`config.mk`:
```
export PLATFORM = sky130hd
export DESIGN_NAME = link_req_arbsw
export DESIGN_NICKNAME = d
export VERILOG_FILES = /design/src/rtl/link_sw_pkg.sv /design/src/rtl/link_req_fifo.sv /design/src/rtl/link_req_arbsw.sv
export SDC_FILE = /design/constraint.sdc
export NUM_CORES = 1
export LEC_CHECK = 0
export ABC_AREA = 1
export CORE_MARGIN = 3
export CORE_UTILIZATION = 45
export CTS_CLUSTER_DIAMETER = 30
export CTS_CLUSTER_SIZE = 40
export DETAILED_ROUTE_END_ITERATION = 6
export SETUP_SLACK_MARGIN = 0.2
export SLEW_MARGIN = 20
export SYNTH_ARGS = -nofsm -noshare
export SYNTH_HDL_FRONTEND = slang
export SYNTH_SLANG_ARGS = --single-unit
```
`constraint.sdc`:
```
create_clock -name clk -period 3 [get_ports clk]
set_input_delay 0.3 -clock clk [delete_from_list [all_inputs] [get_ports clk]]
set_output_delay 0.3 -clock clk [all_outputs]
set_load 0.03 [all_outputs]
```
`src/rtl/link_sw_pkg.sv`:
```
// Shared types and helpers for the link-layer request/ack switches.
package link_sw_pkg;

    localparam int PRIO_FIXED = 0;
    localparam int PRIO_RR    = 1;

    localparam int IDXW_MAX  = 4;
    localparam int CODEW_DEF = 16;

    function automatic int idxw(input int n);
        return (n <= 2) ? 1 : $clog2(n);
    endfunction

    typedef struct packed {
        logic [IDXW_MAX-1:0]  idx;
        logic [CODEW_DEF-1:0] code;
    } entry_t;

endpackage

```
`src/rtl/link_req_fifo.sv`:
```
// Single-clock FIFO of switch entries with an occupancy count.
module link_req_fifo
    import link_sw_pkg::*;
#(
    parameter type T      = entry_t,
    parameter int  AWIDTH = 5
) (
    input  logic          clk,
    input  logic          reset,
    input  logic          push,
    input  logic          pop,
    input  T              din,
    output T              dout,
    output logic [AWIDTH:0] cnt
);

    localparam int DEPTH = 1 << AWIDTH;

    T mem [DEPTH];
    logic [AWIDTH-1:0] wr;
    logic [AWIDTH-1:0] rd;

    always_ff @(posedge clk) begin
        if (!reset) begin
            wr  <= '0;
            rd  <= '0;
            cnt <= '0;
        end else begin
            if (push) wr <= wr + 1'b1;
            if (pop)  rd <= rd + 1'b1;
            if (push && !pop)
                cnt <= cnt + 1'b1;
            else if (pop && !push)
                cnt <= cnt - 1'b1;
        end
    end

    // Storage carries no reset so it can map onto block RAM.
    always_ff @(posedge clk) begin
        if (push) mem[wr] <= din;
    end

    assign dout = mem[rd];

endmodule

```
`src/rtl/link_req_arbsw.sv`:
```
// N-client request/ack switch with queued grants and indexed ack routing.
// Optional counters enabled by LINK_REQ_ARBSW_STATS_EN.
module link_req_arbsw
    import link_sw_pkg::*;
#(
    parameter int NCLIENT = 4,
    parameter int CODEW   = 16,
    parameter int TXW     = 8,
    parameter int AWIDTH  = 5,
    parameter int RR      = PRIO_FIXED
) (
    input  logic                       clk,
    input  logic                       reset,
    input  logic [NCLIENT-1:0]         cl_request,
    input  logic [NCLIENT*CODEW-1:0]   cl_requestcode,
    output logic [NCLIENT-1:0]         cl_requestacpt,
    output logic [NCLIENT-1:0]         cl_ack,
    output logic [CODEW-1:0]           ackcode,
    input  logic [NCLIENT*TXW-1:0]     cl_txdata,
    output logic                       up_request,
    input  logic                       up_ack,
    output logic [TXW-1:0]             up_txdata,
    output logic [$clog2(NCLIENT)-1:0] up_ackidx,
`ifdef LINK_REQ_ARBSW_STATS_EN
    output logic [AWIDTH:0]            reqcnt,
    output logic [15:0]                drop_cnt,
    output logic [NCLIENT*16-1:0]      grant_cnt
`else
    output logic [AWIDTH:0]            reqcnt
`endif
);

    localparam int IW    = idxw(NCLIENT);
    localparam int DEPTH = 1 << AWIDTH;

    typedef struct packed {
        logic [IW-1:0]    idx;
        logic [CODEW-1:0] code;
    } ent_t;

    logic          pop;
    logic          accept;
    logic          found;
    logic          ackvalid;
    logic [IW-1:0] gidx;
    logic [IW-1:0] rr_ptr;
    int            j;
    ent_t          din;
    ent_t          dout;

    // Search order starts at rr_ptr in round-robin mode, else at 0.
    always_comb begin
        found = 1'b0;
        gidx  = '0;
        j     = 0;
        for (int i = 0; i < NCLIENT; i++) begin
            j = (RR == PRIO_RR) ? int'(rr_ptr) + i : i;
            if (j >= NCLIENT) j = j - NCLIENT;
            if (!found && cl_request[j]) begin
                found = 1'b1;
                gidx  = IW'(j);
            end
        end
    end

    assign pop    = up_ack && (reqcnt != '0);
    assign accept = reset && found &&
                    ((reqcnt != (AWIDTH+1)'(DEPTH)) || pop);

    always_comb begin
        cl_requestacpt = '0;
        if (accept) cl_requestacpt[gidx] = 1'b1;
    end

    assign up_request = accept;
    assign din.idx    = gidx;
    assign din.code   = cl_requestcode[int'(gidx)*CODEW +: CODEW];

    link_req_fifo #(
        .T      (ent_t),
        .AWIDTH (AWIDTH)
    ) u_fifo (
        .clk   (clk),
        .reset (reset),
        .push  (accept),
        .pop   (pop),
        .din   (din),
        .dout  (dout),
        .cnt   (reqcnt)
    );

    always_ff @(posedge clk) begin
        if (!reset) begin
            cl_ack    <= '0;
            ackcode   <= '0;
            up_ackidx <= '0;
            ackvalid  <= 1'b0;
            rr_ptr    <= '0;
        end else begin
            cl_ack <= '0;
            if (pop) begin
                cl_ack[dout.idx] <= 1'b1;
                ackcode          <= dout.code;
                up_ackidx        <= dout.idx;
                ackvalid         <= 1'b1;
            end
            if (RR == PRIO_RR && accept)
                rr_ptr <= (int'(gidx) == NCLIENT-1) ? '0 : gidx + 1'b1;
        end
    end

    assign up_txdata = ackvalid ?
                       cl_txdata[int'(up_ackidx)*TXW +: TXW] : '0;

`ifdef LINK_REQ_ARBSW_STATS_EN
    logic [15:0] gcnt [NCLIENT];

    // With reset high, a found-but-refused request means the queue was full.
    always_ff @(posedge clk) begin
        if (!reset) begin
            drop_cnt <= '0;
            for (int i = 0; i < NCLIENT; i++) gcnt[i] <= '0;
        end else begin
            if (found && !accept && drop_cnt != '1)
                drop_cnt <= drop_cnt + 1'b1;
            if (accept && gcnt[gidx] != '1)
                gcnt[gidx] <= gcnt[gidx] + 1'b1;
        end
    end

    for (genvar g = 0; g < NCLIENT; g++) begin : g_gc
        assign grant_cnt[g*16 +: 16] = gcnt[g];
    end
`endif

endmodule

```
==> results of run 1 <==
[routing by layer]
metal | share of wire, % | routed length [um] | up-vias | track usage, %
met2 | 48 | 34600 | 831 | 38.2
met3 | 8.2 | 5940 | 120 | 4.77
li1 | - | - | 8610 | -
met4 | 2.8 | 2010 | 0 | 10.0
met5 | 0 | 0 | - | 0
met1 | 42 | 30300 | 9144 | 32.8
[timing repair]
| action | in CTS | in global routing |
|---|---|---|
| gates cloned | 0 | 0 |
| resized for setup | 4 | 5 |
| endpoints found under the setup margin | 9 | 6 |
| setup buffers | 1 | 0 |
[sequential cells by signal, indices dropped and copies added, names as in the netlist, named ones only]
register    cells
cl_ack          4
ackvalid        1
u_fifo.rd       5
ackcode        16
u_fifo.cnt      6
up_ackidx       2
u_fifo.mem    576
u_fifo.wr       5
[worst min-delay path by stage]
stage | slack, ns | cells after the start | end | from
after detailed placement | 0.49 | 1 | u_fifo.rd[0]$_SDFFE_PN0N_ | u_fifo.rd[0]$_SDFFE_PN0N_
after global routing | 0.49 | 4 | ackvalid$_SDFFE_PN0N_ | up_ack
final | 0.49 | 4 | ackvalid$_SDFFE_PN0N_ | up_ack
after CTS | 0.43 | 4 | ackvalid$_SDFFE_PN0N_ | up_ack
after global placement | 0.49 | 1 | u_fifo.rd[0]$_SDFFE_PN0N_ | u_fifo.rd[0]$_SDFFE_PN0N_
after floorplan | 0.46 | 1 | flop | u_fifo.rd[0]$_SDFFE_PN0N_
[cells in the final DEF (no fill, tap or decap), drive strengths merged]
master           n
o211ai           9
a21oi           40
o21ai           70
xor2             3
o22ai            7
nand4            2
bufinv          16
edfxtp         576
inv             40
fa               1
dfxtp           44
buf             94
clkbuf         154
clkdlybuf4s50  134
nand3          481
a31oi            1
ha              10
dlymetal6s2s     4
xnor2            3
nor3             6
clkinvlp        11
nand2          786
clkinv          41
nor2           107
[area by class of cell]
cell class,instances,area [um2]
well taps,756,946
clock inverters,70,803
flip-flops and latches,620,18200
repair buffers,232,2450
clock buffers,154,3420
multi-input cells,1526,6870
fillers,4616,23800
inverters,38,156
[cell families after synthesis]
group	after synthesis	synth area share (%)
XOR/XNOR	6	0.203
AND/OR/NAND/NOR	1382	22.5
buffers and inverters	175	3.62
AO/OA/AOI/OAI	127	2.76
flip-flops	620	70.3
adder cells (fa/ha/maj)	11	0.562
[power groups by stage]
| stage | logic [mW] | registers [mW] | clock network (mW) |
|---|---|---|---|
| after floorplan | 3.56 | 10.4 | 0 |
| after global placement | 5.76 | 10.2 | 0 |
| after detailed placement | 5.84 | 10.2 | 0 |
| after CTS | 5.89 | 10.1 | 13.9 |
| after global routing | 6.46 | 10.1 | 14.3 |
| final | 5.92 | 10.1 | 13.7 |
[worst reg2reg max path, stage by stage, from the launching register on]
cell     delay (ns)
dfxtp_1        0.38
nor2_1         0.17
nand3_1        0.09
nor3_1         0.28
nor2_4         0.12
ha_1           0.25
inv_1          0.17
ha_1           0.32
nand2_1        0.08
nand2_1        0.07
a31oi_1        0.20
xnor2_1        0.09
o21ai_0        0.15
inv_1          0.05
==> flow_summary.ini, run 1 <==
[global_route]
grt_pass1_wl_mm = 109
grt_pass1_vias = 18300
antenna_found_initial = 2
grt-ovfl-total = 0
grt_max_degree = 85
globalRouteTotalUtil_pct = 24.2

[layout]
final_util_pct = 58.0
areaGrowthSynthToFinish_pct = 27.1
layout-drive-gt1-share_pct = 13.3
finish.net_count = 2662
diodes = 0
layout.cells.non_filler = 3396
final_cell_area_mm2 = 0.0328

[cts]
clk_latency_ns = 0.69
htreeDepth = 4
clk_root_buffer_cell = clkbuf_16
cts_buffers = 130
hold_buffers = 0
clockBufferDepth = 3
tritoncts = yes
cts.sinks = 620
clk_pin_slew_ns = 0.04

[placed_design]
dp_cells = 3171
dp_hpwl_mm = 41.3
placed_cell_area_mm2 = 0.0286
portBuffers = 143
pre_cts_slack_ns = 0.0240
globalplace.congestion = 0.858

[synthesis]
synthTopCellsByCount = nand2_1 (784), edfxtp_1 (576), nand3_1 (480)
synth-edff-count = 576
synth.top_cell.area_share_pct = 66.9
netlist_area_mm2 = 0.0258
synth_cell_types = 31
ys_ff_latch = 620
synth.avg_cell_area_um2 = 11.1
syn_inst = 2321
yosysMostFrequentCell = nand2_1
yosysSeqAreaShare_pct = 70.3
synth_flop_cell = edfxtp_1
synth_area_leaders = edfxtp_1 (67%), nand2_1 (11%), nand3_1 (9.3%)
synth_top_area_cell = edfxtp_1
syn_nets = 2435
postSynth.asyncResetShare_pct = 0
yosys_warnings = 0

[routing]
ant_nets = 0
vias = 18700
drtIter0Drc = 1942
avgRoutedWirePerCell_um = 21.4
drt_pre_antenna_iters = 6
drc = 0
drt-total-wl_mm = 72.8
detail_route.vias_per_cell = 5.51

[setup_path]
crit_cells = 5
crit_required_ns = 2.70
rr_worst_depth = 13
crit_type = flop to primary output
cp_slowest_cell = clkdlybuf4s50_1
worstSetupEndpointType = primary output
path_buf_inv = 2
critPathLaunch = up_ackidx[1]$_SDFFE_PN0N_
r2r_end = u_fifo.cnt[3]$_SDFFE_PN0P_
critPathTopFamily = buffers and inverters
cp_max_fo = 11
endpoint = up_txdata[0]
r2r_setup_slack_ns = 0.48
cp_cell_sequence = inv_1 > nor2_1 > o21ai_0 > a21oi_1 > clkdlybuf4s50_1
worstPathArrival_ns = 2.38
worstReg2RegStart = u_fifo.cnt[0]$_SDFFE_PN0P_
critPathMaxStageDelay_ns = 0.69
start_kind = flop

[sta]
fin_hold_ws_ns = 0.489
tightestPinTransition_ns = 1.03
fin_ws_ns = 0.317
finalSetupViolations = 0
max-slew-margin-rel_pct = 31.1
hold_viol_final = 0
rsz0062_at_grt = true
tns_ns = 0
min_period_over_period_pct = 89.4
final.min_clock_period_ns = 2.68
max_freq_mhz = 373
clock_skew_ns = 0.0185
finalMaxSlewViolations = 0

[power_and_ir_drop]
swShare_pct = 28.9
total_power_mw = 29.7
switchingPower_mw = 8.59
max-vdd-ir-drop_mv = 0.624
seq_power_share_pct = 33.9
p_int_mw = 21.1
combPwrFrac_pct = 19.9
power-per-cell-area_mw_per_mm2 = 905
power.clock.fraction_pct = 46.2
p_leak_nw = 12.2

[die]
io_pins = 144
die_h_um = 246
coreArea_mm2 = 0.0566
num_rows = 87
dieArea_mm2 = 0.0603
fp.dieW_um = 246
initial_core_util_pct = 45.7

[job]
cap_violations = 0

[hold_path]
min_path_type = primary input to flop

[run_status]
outcome = finished clean
No activity file was read; power rests on OpenSTA's default activity.
==> run 2: changes to the inputs <==
SYNTH_HIERARCHICAL = 1   (was default)
==> run 2 against run 1 <==
Global-route usage is 0.23 points lower. Non-clock buffer count rose by 22. Clock-buffer cell count decreased by 29. Total power is 0.68% lower. Critical path type unchanged. Sequential share of layout area about the same. Clock power decreased by 4%. Via count decreased by 0.97%. Critical path depth stayed put. Sequential power barely moved. Critical endpoint is now cl_requestacpt[1]. Setup slack better by 0.13 ns.
==> flow_summary.ini, run 2 <==
[synthesis]
synth_area_leaders = edfxtp_1 (66%), nand2_1 (13%), nand3_1 (9.5%)
postSynth.asyncResetShare_pct = 0
yosysMostFrequentCell = nand2_1
yosys_warnings = 6
synth.top_cell.area_share_pct = 66.3
synthMuxAreaShare_pct = 0
synth-edff-count = 576
synth_cell_types = 32
synth-adder-area-share_pct = 0.557
syn_nets = 2511
synth.avg_cell_area_um2 = 10.9
synth_top_area_cell = edfxtp_1
yosysSeqAreaShare_pct = 69.7
netlist_area_mm2 = 0.0261
synth_flop_cell = edfxtp_1
synthTopCellsByCount = nand2_1 (894), edfxtp_1 (576), nand3_1 (497)
synthSimpleGateAreaFrac_pct = 24.7
syn_inst = 2397
ys_ff_latch = 620
synth_top_family_by_area = simple AND/OR/NAND/NOR gates
synth_compound_area_share_pct = 1.16
synth-xor-area-share_pct = 0.134

[setup_path]
critPathMaxStageDelay_ns = 0.68
cp_cell_sequence = nor2_1 > nand4_1 > nand2_1 > nor2_1 > clkdlybuf4s50_1
crit_required_ns = 2.70
critPathMostFrequentCell = nor2_1
cp_max_fo = 6
cp_slowest_cell = clkdlybuf4s50_1
start_kind = flop
worstSetupEndpointType = primary output
crit_type = flop to primary output
worstPathArrival_ns = 2.25

[die]
io_pins = 144
fp.dieW_um = 247
initial_core_util_pct = 45.9
die_h_um = 247
num_rows = 87
coreArea_mm2 = 0.0568
dieArea_mm2 = 0.0609

[sta]
tns_ns = 0
clock_skew_ns = 0.0331
min_period_over_period_pct = 85.0
finalMaxSlewViolations = 0
finalSetupViolations = 0
tightestPinTransition_ns = 0.744
rsz0062_at_grt = false
final.min_clock_period_ns = 2.55
max-slew-margin-rel_pct = 50.4
fin_ws_ns = 0.450
hold_viol_final = 0
max_freq_mhz = 392

[cts]
cts_setup_buffers = 0
clk_latency_ns = 0.66
cts_buffers = 116
cts.sinks = 620
clk_pin_slew_ns = 0.05
htreeDepth = 3
tritoncts = yes
clk_root_buffer_cell = clkbuf_16
clockBufferDepth = 3
hold_buffers = 0

[layout]
mostFrequentLayoutCell = nand2_1
reg_top3 = u_fifo/mem (576), ackcode (16), u_fifo/cnt (6)
layout.cells.non_filler = 3487
fillCellCount = 4729
finish.net_count = 2741
top_register = u_fifo/mem
layout-drive-gt1-share_pct = 13.2
areaGrowthSynthToFinish_pct = 26.0
final_cell_mix = nand2_1 (894), edfxtp_1 (576), nand3_1 (497)
largest_reg_flops = 576

[routing]
ant_nets = 0
detail_route.vias_per_cell = 5.31
drtIter0Drc = 1633
drt-total-wl_mm = 72.7
vias = 18500
drc = 0
drt_pre_antenna_iters = 5
avgRoutedWirePerCell_um = 20.8

[power_and_ir_drop]
power-per-cell-area_mw_per_mm2 = 899
p_leak_nw = 12.6
max-vdd-ir-drop_mv = 0.500

[global_route]
grt_pass1_wl_mm = 109
globalRouteTotalUtil_pct = 23.9
grt_pass1_vias = 18300
grt-ovfl-total = 0
grt_max_degree = 97
antenna_found_initial = 2

[placed_design]
dp_hpwl_mm = 43.9
dp_cells = 3265
pre_cts_slack_ns = 0.340
globalplace.congestion = 0.845
portBuffers = 143

[job]
cap_violations = 0

[run_status]
outcome = finished clean

[hold_path]
min_path_type = primary input to flop
## run 2: cell type report
| type | count | area, um2 | area share, % |
|---|---|---|---|
| Timing Repair Buffer | 254 | 2490 | 7.57 |
| Antenna cell | 1 | 2.50 | 0.00762 |
| Clock buffer | 125 | 2940 | 8.94 |
| Sequential cell | 620 | 18200 | 55.4 |
| Inverter | 39 | 158 | 0.480 |
| Clock inverter | 96 | 1120 | 3.42 |
| Multi-Input combinational cell | 1596 | 7010 | 21.3 |
| Tap cell | 756 | 946 | 2.88 |
## run 2: logic make-up after synthesis
| logic type | Yosys count |
|---|---|
| compound gates | 57 |
| xor+xnor | 4 |
| fa+ha+maj | 11 |
| flops | 620 |
| buf+inv | 181 |
| simple gates | 1524 |
## run 2: per-stage QoR
| step | util (%) | power (mW) | hold slack [ns] | instance area [um2] |
|---|---|---|---|---|
| detailed placement | 50.6 | 16.4 | 0.456 | 28800 |
| floorplan | - | 14.0 | 0.431 | 26100 |
| global placement | 50.6 | 16.4 | 0.457 | 28800 |
| global route | 57.8 | 30.8 | 0.0595 | 32900 |
| finish | 57.8 | 29.5 | 0.0559 | 32900 |
| CTS | 57.8 | 29.7 | 0.0197 | 32800 |
## run 2: what timing repair did
| item | in CTS | in global routing |
|---|---|---|
| pin swaps | 0 | 0 |
| setup endpoints to repair | 8 | 8 |
| resized for setup | 2 | 9 |
## run 2: path summary, 6_finish.rpt
| kind | startpoint | endpoint | slack [ns] | depth (start not counted) |
|---|---|---|---|---|
| max reg2reg | flop | up_ackidx[1]$_SDFFE_PN0P_ | 0.59 | 13 |
| max | u_fifo/cnt[0]$_SDFFE_PN0P_ | cl_requestacpt[1] | 0.45 | 5 |
| min | reset | ackvalid$_SDFFE_PN0P_ | 0.06 | 3 |
| min reg2reg | ackcode[13]$_SDFFE_PN0P_ | ackcode[13]$_SDFFE_PN0P_ | 0.46 | 2 |
## run 2: worst max-delay path, delay by kind of cell (launching register included)
kind                   cells  cell delay, ns
buffers and inverters      1            0.68
AND/OR/NAND/NOR            4            0.51
flip-flops                 1            0.44
## run 2: per-layer routing
layer	up-vias	global-route usage (%)	wire length (um)
li1	8824	-	-
met1	8923	33.0	31500
met2	643	37.5	34100
met3	134	4.77	4840
met4	0	9.34	2210
met5	-	0	0
## run 2: power by group
part           leakage (nW)  internal, mW  switching [mW]
combinational          5.09          1.89            4.39
clock                  1.94          8.75            4.48
sequential             5.57          9.82           0.186
total                  12.6          20.5            9.06
==> run 3: changes to the inputs <==
CORE_UTILIZATION = 40   (was 45)
==> run 3 against run 2 <==
Flip-flop and latch count unchanged. Fmax shrank 7.5%. Cell count rose by 2.5%. Via count about the same. Design area increased by 1.0%. Clock power grew 5%. Die area rose by 12%. Sequential power about the same. Global-route usage fell by 3.1 points. Critical path type unchanged. Highest routed layer unchanged.
==> flow_summary.ini, run 3 (synthesis gave the netlist of run 2 again) <==
[cts]
tritoncts = yes
cts_buffers = 121
htreeDepth = 3
clk_root_buffer_cell = clkbuf_16
cts.sinks = 620
clockBufferDepth = 3
cts_setup_buffers = 0
clk_pin_slew_ns = 0.05
clk_latency_ns = 0.66

[die]
io_pins = 144
num_rows = 92
initial_core_util_pct = 40.9
dieArea_mm2 = 0.0683
coreArea_mm2 = 0.0638
fp.dieW_um = 261
die_h_um = 261

[sta]
clock_skew_ns = 0.0285
max-slew-margin-rel_pct = 52.1
finalMaxSlewViolations = 0
finalSetupViolations = 0
final.min_clock_period_ns = 2.76
fin_hold_ws_ns = 0.469
rsz0062_at_grt = true
tns_ns = 0
min_period_over_period_pct = 91.9
max_freq_mhz = 363
fin_ws_ns = 0.244
hold_viol_final = 0
tightestPinTransition_ns = 0.719

[power_and_ir_drop]
power-per-cell-area_mw_per_mm2 = 906
max-vdd-ir-drop_mv = 0.765
switchingPower_mw = 8.93
swShare_pct = 29.7
p_int_mw = 21.1
combPwrFrac_pct = 20.4
power.clock.fraction_pct = 46.3
p_leak_nw = 12.7
total_power_mw = 30.1
seq_power_share_pct = 33.3

[layout]
layout.area.seq_mm2 = 0.0182
layout-drive-gt1-share_pct = 12.8
final_cell_area_mm2 = 0.0332
final_util_pct = 52.1
areaGrowthSynthToFinish_pct = 27.3
largest_reg_flops = 576
finish.net_count = 2736
mostFrequentLayoutCell = nand2_1
layout.cells.non_filler = 3574
final_cell_mix = nand2_1 (894), edfxtp_1 (576), nand3_1 (497)
fillCellCount = 5477
multi_input_area_mm2 = 0.00701
top_register = u_fifo/mem
reg_top3 = u_fifo/mem (576), ackcode (16), u_fifo/cnt (6)

[setup_path]
cp_cell_sequence = inv_1 > nor2_1 > o21ai_0 > a21oi_1 > clkdlybuf4s50_1
worstPathArrival_ns = 2.46
r2r_setup_slack_ns = 0.58
start_kind = flop
crit_required_ns = 2.70
critPathMaxStageDelay_ns = 0.72
worstSetupEndpointType = primary output
crit_cells = 5
path_buf_inv = 2
r2r_end = up_ackidx[1]$_SDFFE_PN0P_
rr_worst_depth = 14
critPathTopFamily = buffers and inverters
crit_type = flop to primary output
cp_max_fo = 11
cp_slowest_cell = clkdlybuf4s50_1

[hold_path]
holdPathEnd = ackcode[2]$_SDFFE_PN0P_
hold_depth = 2
worstHoldStart = ackcode[2]$_SDFFE_PN0P_
min_path_type = flop to flop

[placed_design]
pre_cts_slack_ns = 0.252
globalplace.congestion = 0.859
portBuffers = 143
dp_hpwl_mm = 42.7
dp_cells = 3344
placed_cell_area_mm2 = 0.0289

[routing]
drt_pre_antenna_iters = 6
avgRoutedWirePerCell_um = 20.1
ant_nets = 0
detail_route.vias_per_cell = 5.19
drt-total-wl_mm = 72.0
drc = 0
drtIter0Drc = 1519
vias = 18500

[global_route]
grt_pass1_vias = 18400
grt_pass1_wl_mm = 108
globalRouteTotalUtil_pct = 20.9
grt-ovfl-total = 0
antenna_found_initial = 0
grt_max_degree = 145

[job]
cap_violations = 0

[run_status]
outcome = finished clean
-- run 3: cell types whose count changed in the layout (fill, tap and decap cells not counted), sizes merged, moves of 2 or more --
cell | previous run | this run
buf | 114 | 102
bufinv | 19 | 24
dlymetal6s2s | 8 | 6
clkbuf | 125 | 133
clkdlybuf4s50 | 132 | 135
clkinvlp | 17 | 11
-- run 3: worst max-delay path by stage --
stage,start,to
floorplan,u_fifo/cnt[1]$_SDFFE_PN0P_,u_fifo/mem[16][0]$_DFFE_PP_
global placement,cl_request[3],u_fifo/cnt[5]$_SDFFE_PN0P_
detailed placement,cl_request[3],u_fifo/mem[15][14]$_DFFE_PP_
CTS,up_ackidx[0]$_SDFFE_PN0P_,up_txdata[7]
global route,up_ackidx[1]$_SDFFE_PN0P_,up_txdata[4]
finish,up_ackidx[1]$_SDFFE_PN0P_,up_txdata[4]
-- run 3: timing repair --
action,4_1_cts,5_1_grt
gates cloned,0,0
hold endpoints to repair,1,0
resized for setup,2,8
pin swaps,0,0
hold buffers,1,0
endpoints found under the setup margin,8,8
-- run 3: worst min-delay path, delay by kind of cell, from the launching register on --
kind | cells | cell delay, ns
simple gates | 2 | 0.11
flops | 1 | 0.31
-- run 3: area by class of cell --
type / count / area share (%)
well taps: 846 / 3.19
flip-flops and latches: 620 / 54.8
clock buffers: 133 / 9.32
clock inverters: 95 / 3.51
inverters: 39 / 0.475
diodes: 1 / 0.00754
repair buffers: 244 / 7.58
multi-input cells: 1596 / 21.1
-- run 3: power by group through the flow --
stage	Combinational, mW	Clock [mW]	Sequential [mW]
after floorplan	3.66	0	10.3
after global placement	6.07	0	10.2
after detailed placement	6.10	0	10.2
after CTS	6.13	14.1	10.0
after global routing	6.71	14.6	10.0
final	6.13	13.9	10.0
-- run 3: per-layer routing --
layer / global-route usage [%] / vias up / part of all wire [%] / routed length [um]
li1: - / 8818 / - / -
met1: 28.2 / 8991 / 43 / 30600
met2: 33.6 / 607 / 48 / 34400
met3: 4.29 / 124 / 6.8 / 4910
met4: 7.36 / 0 / 2.8 / 2050
met5: 0 / - / 0 / 0
